$ cat src/rtl/fpu_bus_pkg.sv
// ============================================================================
//  fpu_bus_pkg : FPU slave register map, command codes and master FSM states
//  Rev 1.0 - initial release
// ============================================================================
`default_nettype none

package fpu_bus_pkg;

  localparam logic [1:0] FPU_ADDR_STATUS = 2'b00;
  localparam logic [1:0] FPU_ADDR_RESULT = 2'b01;
  localparam logic [1:0] FPU_ADDR_CMD    = 2'b10;
  localparam logic [1:0] FPU_ADDR_VALUE  = 2'b11;

  localparam logic [7:0] FPU_CMD_SETY = 8'd1;
  localparam logic [7:0] FPU_CMD_SETX = 8'd2;
  localparam logic [7:0] FPU_CMD_DIV  = 8'd3;
  localparam logic [7:0] FPU_CMD_MUL  = 8'd4;

  localparam int FPU_STAT_BUSY_BIT = 7;

  typedef enum logic [3:0] {
    ST_IDLE   = 4'd0,
    ST_CMD_Y  = 4'd1,
    ST_VAL_Y  = 4'd2,
    ST_CMD_X  = 4'd3,
    ST_VAL_X  = 4'd4,
    ST_CMD_OP = 4'd5,
    ST_GAP    = 4'd6,
    ST_POLL   = 4'd7,
    ST_READ   = 4'd8,
    ST_FIN    = 4'd9
  } fpu_state_e;

  // Byte idx of a 32-bit word counted from the MSB end.
  function automatic logic [7:0] fpu_byte_msb(input logic [31:0] w, input logic [1:0] idx);
    logic [7:0] b;
    case (idx)
      2'd0:    b = w[31:24];
      2'd1:    b = w[23:16];
      2'd2:    b = w[15:8];
      default: b = w[7:0];
    endcase
    return b;
  endfunction

endpackage

`default_nettype wire

$ cat src/rtl/fpu_bus_cycle.sv
// ============================================================================
//  fpu_bus_cycle : one two-cycle STROBE/RECOVER access on the FPU byte bus
//  Rev 1.0 - initial release
// ============================================================================
`default_nettype none

module fpu_bus_cycle
  import fpu_bus_pkg::*;
(
  input  logic       clk,
  input  logic       reset,
  input  logic       req_i,
  input  logic       wr_i,
  input  logic [1:0] addr_i,
  input  logic [7:0] wdata_i,
  input  logic [7:0] rdata_i,
  output logic       ack_o,
  output logic [7:0] rdata_o,
  output logic       FPUsel_o,
  output logic [1:0] addr_o,
  output logic       read_o,
  output logic       write_o,
  output logic [7:0] wdata_o
);

  logic       recover_q, recover_d;
  logic [7:0] rdata_q, rdata_d;
  logic       w_strobe;

  // The requester holds req through RECOVER; the strobe only exists in the first cycle.
  assign w_strobe = req_i && !recover_q;

  always_comb begin
    recover_d = w_strobe;
    rdata_d   = rdata_q;
    if (w_strobe && !wr_i) begin
      rdata_d = rdata_i;
    end
  end

  always_ff @(posedge clk or posedge reset) begin
    if (reset) begin
      recover_q <= 1'b0;
      rdata_q   <= 8'd0;
    end else begin
      recover_q <= recover_d;
      rdata_q   <= rdata_d;
    end
  end

  assign ack_o    = recover_q;
  assign rdata_o  = rdata_q;
  assign FPUsel_o = w_strobe;
  assign read_o   = w_strobe && !wr_i;
  assign write_o  = w_strobe && wr_i;
  assign addr_o   = w_strobe ? addr_i : 2'b00;
  assign wdata_o  = (w_strobe && wr_i) ? wdata_i : 8'd0;

endmodule

`default_nettype wire

$ cat src/rtl/fpu_master.sv
// ============================================================================
//  fpu_master : bus initiator that loads Y/X, issues an op, polls and reads
//               the 32-bit result from the memory-mapped FPU slave
//  Rev 1.0 - initial release
// ============================================================================
`default_nettype none

module fpu_master
  import fpu_bus_pkg::*;
#(
  parameter int unsigned GAP_CYC    = 2,
  parameter int unsigned POLL_LIMIT = 255
) (
  input  logic        clk,
  input  logic        reset,
  input  logic        start,
  input  logic        op,
  input  logic [31:0] y_in,
  input  logic [31:0] x_in,
  output logic        busy,
  output logic        done,
  output logic        err,
  output logic [31:0] result,
  output logic        FPUsel,
  output logic [1:0]  addr,
  output logic        read,
  output logic        write,
  output logic [7:0]  wdata,
  input  logic [7:0]  rdata
);

  localparam int GAP_W = (GAP_CYC > 1) ? $clog2(GAP_CYC) : 1;

  fpu_state_e         state_q, state_d;
  logic [1:0]         idx_q, idx_d;
  logic [7:0]         poll_q, poll_d;
  logic [GAP_W-1:0]   gap_q, gap_d;
  logic [31:0]        y_q, y_d, x_q, x_d;
  logic               op_q, op_d;
  logic [31:0]        asm_q, asm_d;
  logic [31:0]        result_q, result_d;
  logic               err_q, err_d;

  logic               w_req, w_wr, w_ack;
  logic [1:0]         w_addr;
  logic [7:0]         w_wdata, w_rdata;

  always_comb begin
    state_d  = state_q;
    idx_d    = idx_q;
    poll_d   = poll_q;
    gap_d    = gap_q;
    y_d      = y_q;
    x_d      = x_q;
    op_d     = op_q;
    asm_d    = asm_q;
    result_d = result_q;
    err_d    = err_q;
    w_req    = 1'b0;
    w_wr     = 1'b1;
    w_addr   = FPU_ADDR_STATUS;
    w_wdata  = 8'd0;

    case (state_q)
      ST_IDLE: begin
        if (start) begin
          y_d     = y_in;
          x_d     = x_in;
          op_d    = op;
          err_d   = 1'b0;
          idx_d   = 2'd0;
          state_d = ST_CMD_Y;
        end
      end
      ST_CMD_Y: begin
        w_req   = 1'b1;
        w_addr  = FPU_ADDR_CMD;
        w_wdata = FPU_CMD_SETY;
        if (w_ack) state_d = ST_VAL_Y;
      end
      ST_VAL_Y: begin
        w_req   = 1'b1;
        w_addr  = FPU_ADDR_VALUE;
        w_wdata = fpu_byte_msb(y_q, idx_q);
        if (w_ack) begin
          idx_d = idx_q + 2'd1;
          if (idx_q == 2'd3) state_d = ST_CMD_X;
        end
      end
      ST_CMD_X: begin
        w_req   = 1'b1;
        w_addr  = FPU_ADDR_CMD;
        w_wdata = FPU_CMD_SETX;
        if (w_ack) state_d = ST_VAL_X;
      end
      ST_VAL_X: begin
        w_req   = 1'b1;
        w_addr  = FPU_ADDR_VALUE;
        w_wdata = fpu_byte_msb(x_q, idx_q);
        if (w_ack) begin
          idx_d = idx_q + 2'd1;
          if (idx_q == 2'd3) state_d = ST_CMD_OP;
        end
      end
      ST_CMD_OP: begin
        w_req   = 1'b1;
        w_addr  = FPU_ADDR_CMD;
        w_wdata = op_q ? FPU_CMD_MUL : FPU_CMD_DIV;
        poll_d  = 8'd0;
        gap_d   = '0;
        if (w_ack) state_d = ST_GAP;
      end
      ST_GAP: begin
        gap_d = gap_q + GAP_W'(1);
        if (gap_q == GAP_W'(GAP_CYC - 1)) begin
          gap_d   = '0;
          state_d = ST_POLL;
        end
      end
      ST_POLL: begin
        w_req  = 1'b1;
        w_wr   = 1'b0;
        w_addr = FPU_ADDR_STATUS;
        if (w_ack) begin
          poll_d = poll_q + 8'd1;
          if (!w_rdata[FPU_STAT_BUSY_BIT]) begin
            idx_d   = 2'd0;
            state_d = ST_READ;
          end else if (poll_q + 8'd1 == 8'(POLL_LIMIT)) begin
            err_d   = 1'b1;
            state_d = ST_FIN;
          end
        end
      end
      ST_READ: begin
        w_req  = 1'b1;
        w_wr   = 1'b0;
        w_addr = FPU_ADDR_RESULT;
        if (w_ack) begin
          asm_d = {asm_q[23:0], w_rdata};
          idx_d = idx_q + 2'd1;
          // Publish only a complete word so result never shows a partial value.
          if (idx_q == 2'd3) begin
            result_d = {asm_q[23:0], w_rdata};
            state_d  = ST_FIN;
          end
        end
      end
      ST_FIN: begin
        state_d = ST_IDLE;
      end
      default: begin
        state_d = ST_IDLE;
      end
    endcase
  end

  always_ff @(posedge clk or posedge reset) begin
    if (reset) begin
      state_q  <= ST_IDLE;
      idx_q    <= 2'd0;
      poll_q   <= 8'd0;
      gap_q    <= '0;
      y_q      <= 32'd0;
      x_q      <= 32'd0;
      op_q     <= 1'b0;
      asm_q    <= 32'd0;
      result_q <= 32'd0;
      err_q    <= 1'b0;
    end else begin
      state_q  <= state_d;
      idx_q    <= idx_d;
      poll_q   <= poll_d;
      gap_q    <= gap_d;
      y_q      <= y_d;
      x_q      <= x_d;
      op_q     <= op_d;
      asm_q    <= asm_d;
      result_q <= result_d;
      err_q    <= err_d;
    end
  end

  fpu_bus_cycle u_bus (
    .clk      (clk),
    .reset    (reset),
    .req_i    (w_req),
    .wr_i     (w_wr),
    .addr_i   (w_addr),
    .wdata_i  (w_wdata),
    .rdata_i  (rdata),
    .ack_o    (w_ack),
    .rdata_o  (w_rdata),
    .FPUsel_o (FPUsel),
    .addr_o   (addr),
    .read_o   (read),
    .write_o  (write),
    .wdata_o  (wdata)
  );

  assign busy   = (state_q != ST_IDLE) && (state_q != ST_FIN);
  assign done   = (state_q == ST_FIN);
  assign err    = err_q;
  assign result = result_q;

endmodule

`default_nettype wire
$ cat config.mk
export PLATFORM = sky130hd
export DESIGN_NAME = fpu_master
export DESIGN_NICKNAME = d
export VERILOG_FILES = /design/src/rtl/fpu_bus_pkg.sv /design/src/rtl/fpu_bus_cycle.sv /design/src/rtl/fpu_master.sv
export SDC_FILE = /design/constraint.sdc
export NUM_CORES = 1
export LEC_CHECK = 0
export BUFFER_PORTS_ARGS = -buffer_cell sky130_fd_sc_hd__clkbuf_2
export CORE_MARGIN = 2
export CORE_UTILIZATION = 60
export CTS_BUF_LIST = sky130_fd_sc_hd__clkbuf_16
export DETAILED_ROUTE_END_ITERATION = 8
export MAX_ROUTING_LAYER = met4
export PLACE_DENSITY = 0.91
export SYNTH_ARGS = -nofsm -noshare
export SYNTH_HDL_FRONTEND = slang
export SYNTH_HIERARCHICAL = 1
export SYNTH_SLANG_ARGS = --single-unit
$ cat constraint.sdc
create_clock -name clk -period 11.5 [get_ports clk]
set_clock_uncertainty 0.1 [all_clocks]
set_input_delay 1.15 -clock clk [delete_from_list [all_inputs] [get_ports clk]]
set_output_delay 1.15 -clock clk [all_outputs]
set_load 0.03 [all_outputs]
# After elaboration in Yosys (flattened, before gate mapping)
# Index checks and enable logic that the tools add are counted.
# W data, S select, Z words.
dict set report op_classes {
  add_sub_neg 3
  eq_ne 31
  n_mux 38
  n_reduce_logical 24
}
# operator count
set op_table {}
lappend op_table {{$mux W4} 14}
lappend op_table {{$pmux W8 S3} 2}
lappend op_table {{$pmux W8 S5} 1}
lappend op_table {{$pmux W4 S9} 1}
lappend op_table {{$ne A2 B1 Y1 const B} 9}
lappend op_table {{$eq A4 B3 Y1 const B} 4}
lappend op_table {{$mux W8} 2}
lappend op_table {{$pmux W8 S2} 1}
lappend op_table {{$ne A2 B2 Y1 const B} 7}
lappend op_table {{$reduce_and A13 Y1} 1}
lappend op_table {{$pmux W2 S3} 2}
lappend op_table {{$mux W2} 5}
lappend op_table {{$reduce_and A5 Y1} 2}
lappend op_table {{$add A8 B1 Y8 const B} 1}
lappend op_table {{$eq A4 B2 Y1 const B} 2}
lappend op_table {{$eq A4 B4 Y1 const B} 2}
lappend op_table {{$eq A8 B8 Y1 const B} 1}
lappend op_table {{$mux W1} 7}
lappend op_table {{$reduce_or A7 Y1} 1}
lappend op_table {{$reduce_and A2 Y1} 3}
lappend op_table {{$reduce_bool A2 Y1} 3}
lappend op_table {{$reduce_or A3 Y1} 2}
lappend op_table {{$eq A2 B2 Y1 const B} 2}
lappend op_table {{$eq A4 B1 Y1 const B} 1}
lappend op_table {{other kinds (15)} 20}
dict set report word_totals {
  register_bits 146
  inputBits 76
  output_inout_bits 48
  wordCells 108
}

# Depth between registers and ports, before layout
dict set report logic_depth {
  ltp_word 6
  depth_mapped 8
  ltp_nobuf 7
}

# Cells and area by module
# Netlist, hierarchy kept.
# module n_inst cells_each area_per_inst_um2 seq_area_each_um2
set by_module_without_submodules {}
lappend by_module_without_submodules {fpu_master 1 461 6319.8 3428.3}
lappend by_module_without_submodules {fpu_bus_cycle 1 33 459.2 225.2}

# Worst setup path before layout
# No wires, ideal clock.
dict set report synth_path {
  path_type {reg-to-output}
  start {reg state_q[1]}
  end {out busy}
  arrival_time_ns 2.208
  required_ns 10.250
  path_slack_ns 8.042
  path_stages_with_launch 5
  path_buffers 2
  cell_sequence {dfrtp_1 > buf_2 > buf_1 > nor4_1 > nor2_1}
}
dict set report synth_between {
  elab_chain_len 2
  word_cells_on_any_way 3
  classes_between {1 x eq/ne; 2 x reduce/logical}
}
# element line
set synth_rtl {}
lappend synth_rtl {{start, declared} fpu_master.sv:34} ;# fpu_state_e state_q, state_d;
lappend synth_rtl {{start signal, assigned} fpu_master.sv:171} ;# state_q <= state_d;
lappend synth_rtl {{$ne A4 B4 Y1 / $reduce_bool A4 Y1 (equally long branches)} fpu_master.sv:201} ;# assign busy = (state_q != ST_IDLE) && (state_q != ST_FIN);
lappend synth_rtl {{$logic_and A1 B1 Y1 *} fpu_master.sv:201}
lappend synth_rtl {{end, declared} fpu_master.sv:20} ;# output logic busy,
# Mark *: on every way between the ends. The rest lies on a longest branch, timed or not.

# Final worst setup path
dict set report layout_path {
  start {reg state_q[1]}
  end {out wdata[7]}
}
dict set report layout_between {
  word_cells_on_any_way 15
  classes_between {7 x eq/ne; 4 x mux; 4 x reduce/logical}
}
# element line
set layout_rtl {}
lappend layout_rtl {{$eq A4 B3 Y1 (tied with other cells)} fpu_master.sv:64} ;# case (state_q)
lappend layout_rtl {{$pmux W8 S5 *} fpu_master.sv:64}
lappend layout_rtl {{via w_wdata[7]} fpu_master.sv:46} ;# logic [7:0] w_wdata, w_rdata;
lappend layout_rtl {{$mux W8 *} fpu_bus_cycle.sv:57} ;# assign wdata_o = (w_strobe && wr_i) ? wdata_i : 8'd0;
lappend layout_rtl {{end, declared} fpu_master.sv:28} ;# output logic [7:0] wdata,
# The timed path passes the listed nets; every way through them passes the cells marked *.

==> impl_results.rst <==
.. list-table::
   :header-rows: 1

   * - Metric
     - Value
   * - Outcome
     - complete, no violations
   * - Worst Hold Margin
     - 0.403 ns
   * - Height of the die
     - ~110 um
   * - 1st-pass router iterations
     - 6
   * - Stage delay of the slowest cell on the critical path
     - ~0.79 ns
   * - Endpoint arrival time on the critical path
     - just under 3 ns
   * - Die Outline Area
     - between 10000 and 15000 um^2
   * - Data required, critical path
     - 10.25 ns
   * - Initial Utilization
     - between 60% and 70%
   * - Via Count
     - around 4600
   * - Detail Placement HPWL
     - 10400 um
   * - Post-route met1 wirelength
     - just over 6000 um
   * - Most frequent cell after synthesis
     - dfrtp_1
   * - Post-synthesis sequential area ratio
     - between 50% and 60%
   * - Capturing element of the worst setup path
     - wdata[7]
   * - Fmax
     - 239 MHz
   * - Fraction of final layout cells with drive strength greater than 1
     - around 48%
   * - Number of instances in the synthesized netlist
     - around 500
   * - Clock latency of the later-clocked register in the worst-skew pair
     - roughly 0.42 ns
   * - Number of maximum-capacitance constraint violations
     - 0
   * - Most used DFF post-synth
     - dfrtp_1
   * - Met3 routed WL
     - ~1000 um
   * - Global-route congestion overflow total
     - 0
   * - Slowest CP cell
     - nor3_1
   * - Number of sinks on the clock net
     - ~150
   * - Top cell types by occurrence after synthesis
     - 146 x dfrtp_1, 66 x mux2_4, 63 x mux2_2
   * - DRC violation total after the first TritonRoute iteration
     - around 430
   * - EDFF count, synth
     - 0
   * - Power per cell area
     - approximately 260 nW/um^2
   * - Wire length of the first global-routing pass
     - around 25000 um
   * - Aggregate global-route resource usage
     - between 20 and 30%
   * - Number of buffers created by CTS
     - 17
   * - RSZ-0062 raised after global routing
     - false
   * - Final antenna diode count
     - 0
   * - Worst path depth
     - 6
   * - Count of buffering cells on the critical path with inverters included
     - 2
   * - Area share of the leading cell type in the synthesized netlist
     - between 50% and 60%
   * - Gpl congestion
     - a little over 0.9
   * - Total met2 wirelength after detailed routing
     - just under 8000 um
   * - Core Area
     - about 11000 um^2
   * - Library cells used by synthesis
     - 60
   * - Highest metal layer with signal wires
     - met4
   * - Post-synthesis to final-layout area growth
     - 18.4%
   * - Kind of start point of the critical path
     - register
   * - List of cells traversed by the critical path
     - inv_1, nor3_1, a22oi_1, a21oi_1, and2_1, clkbuf_2
   * - Initial antenna violation count
     - 0
   * - Remaining max-slew budget at the tightest pin
     - 19.8%
   * - Async set or reset register ratio after synthesis
     - between 90% and 100%
   * - Post-detailed-route via-to-cell ratio
     - roughly 6.0
   * - Final worst-path cycle share
     - a little over a third
   * - CTS tree
     - yes
   * - End of the worst register-to-register path
     - result[20]
   * - Cell family with most CP delay
     - simple AND/OR/NAND/NOR gates
   * - Worst Max-Slew Pin Slew
     - 1.20 ns
   * - Gates resized, CTS repair
     - 0
   * - Category of the critical setup timing path
     - reg -> out
   * - Cell types with the largest area share after synthesis
     - dfrtp_1 54%, mux2_4 15%, mux2_2 10%
   * - Syn_nets
     - about 580
   * - Post-CTS repair timing setup buffer count
     - 0
   * - Largest net degree at the start of global routing
     - 80
   * - Count of state elements after synthesis
     - 146
   * - Clock period minus final worst setup slack
     - about 4.2 ns
   * - Clock root cell
     - clkbuf_16
   * - CP max FO
     - 21
   * - Setup_tns
     - 0 ns
   * - Worst Setup End Kind
     - output pin
   * - Type of the tightest min-delay check
     - reg -> reg
   * - H-tree lvl count
     - 4
   * - Final Setup Violations
     - 0
   * - Total length of routed wires
     - 15500 um
   * - Number of buffers added to fix hold violations after cts
     - 0
   * - Cell row count
     - 38
   * - Total count of max-transition violations in the final report
     - 0
   * - Leakage
     - 4.09 nW
   * - Clock-pin slew of the registers on the worst-case setup and hold paths
     - roughly 0.06 ns
   * - Number of cells on the worst reg-to-reg path
     - 3
   * - Final ANT Viol Nets
     - 0
   * - Worst R2R Start
     - idx_q[1]
   * - Number of warnings issued by yosys
     - 6
   * - Register-to-register setup slack
     - between 8 and 9 ns
   * - Horizontal die dimension
     - 110 um
   * - Number of buffers added on ports
     - about 120
   * - Post-synthesis instance area
     - between 6000 and 7000 um^2
   * - Cell taking the most area after synthesis
     - dfrtp_1
   * - Number of nets at the end of the flow
     - 692
   * - Peak ir drop on the vdd network
     - ~0.17 mV
   * - Number of global-route vias before repair
     - slightly below 5000
   * - Startpoint of the worst setup timing path
     - state_q[1]
   * - DR WL/cell
     - slightly above 20 um
   * - Final Hold Fails
     - 0
   * - Post-Synthesis Mean Instance Area
     - 13.7 um^2
   * - DRC Markers
     - 0
   * - # IOs
     - approximately 120
   * - CTS Buffer Depth
     - 2
-- per-layer routing --
metal / global-route usage, % / vias up
met3: 7.29 / 31
met4: 10.5 / 0
met5: - / -
met2: 45.4 / 201
li1: - / 2052
met1: 33.6 / 2282
-- metrics by stage --
| stage | instance area [um^2] | std cells | setup slack (ns) | power, mW | utilization, % |
|---|---|---|---|---|---|
| floorplan | 6780 | 494 | 6.58 | 1.31 | - |
| global placement | 7420 | 731 | 7.99 | 1.44 | 67.9 |
| detailed placement | 7420 | 731 | 7.76 | 1.49 | 67.9 |
| CTS | 8030 | 763 | 7.30 | 2.06 | 73.4 |
| global route | 8030 | 763 | 7.11 | 2.16 | 73.4 |
| finish | 8030 | 763 | 7.31 | 2.06 | 73.4 |
-- power breakdown --
group / switching [mW] / internal, mW / total (mW) / leakage (nW)
sequential: 0.145 / 0.668 / 0.812 / 1.88
clock: 0.221 / 0.344 / 0.565 / 0.299
combinational: 0.350 / 0.333 / 0.683 / 1.91
total: 0.715 / 1.34 / 2.06 / 4.09
-- final cells by class --
cell class / count / area, um^2
clock buffer: 17 / 425
clock inverter: 15 / 183
fill: 667 / 2910
inverter: 9 / 38.8
multi-input combinational: 311 / 2920
sequential: 146 / 3650
tap: 140 / 175
timing repair buffer: 125 / 631
-- cell usage in the layout (no fill, tap or decap), drive strengths merged, types with 3 or more instances in the layout --
| cell type | netlist | final |
|---|---|---|
| nand2 | 22 | 22 |
| nor3 | 4 | 4 |
| nor2b | 4 | 4 |
| nand3 | 6 | 6 |
| bufinv | 0 | 3 |
| a21oi | 13 | 13 |
| o21ai | 23 | 23 |
| clkbuf | 8 | 140 |
| and3 | 3 | 3 |
| and2 | 11 | 11 |
| a22oi | 7 | 7 |
| nor4 | 3 | 3 |
| mux2i | 4 | 4 |
| o22ai | 5 | 5 |
| mux2 | 129 | 129 |
| a222oi | 16 | 16 |
| inv | 9 | 14 |
| clkinv | 0 | 6 |
| xor2 | 3 | 3 |
| ha | 6 | 6 |
| nor2 | 18 | 18 |
| dfrtp | 146 | 146 |
-- cell families (layout without fill, tap and decap cells) --
family | Yosys count | count (layout) | share of synthesized area [%]
simple gates | 86 | 86 | 7.00
compound gates | 82 | 82 | 8.71
xor+xnor | 4 | 4 | 0.517
buf+inv | 37 | 166 | 3.10
mux | 133 | 133 | 25.7
fa+ha+maj | 6 | 6 | 1.11
flops | 146 | 146 | 53.9
-- registers in the layout, indices dropped and copies added (netlist names) --
signal / flops
err: 1
op_q: 1
u_bus/rdata_o: 8
y_q: 32
poll_q: 8
asm_q: 24
u_bus/ack_o: 1
result: 32
x_q: 32
state_q: 4
gap_q: 1
idx_q: 2
-- worst min-delay path by stage --
stage                     startpoint    endpoint  slack (ns)  cells past startpoint
after floorplan            asm_q[22]  result[30]        0.37                      1
after global placement           err         err        0.39                      1
after detailed placement   asm_q[21]  result[29]        0.39                      1
after CTS                     y_q[1]      y_q[1]        0.41                      1
after global routing       asm_q[23]   asm_q[23]        0.42                      1
final                      asm_q[23]  result[31]        0.40                      1
No activity file was read; power rests on OpenSTA's default activity.
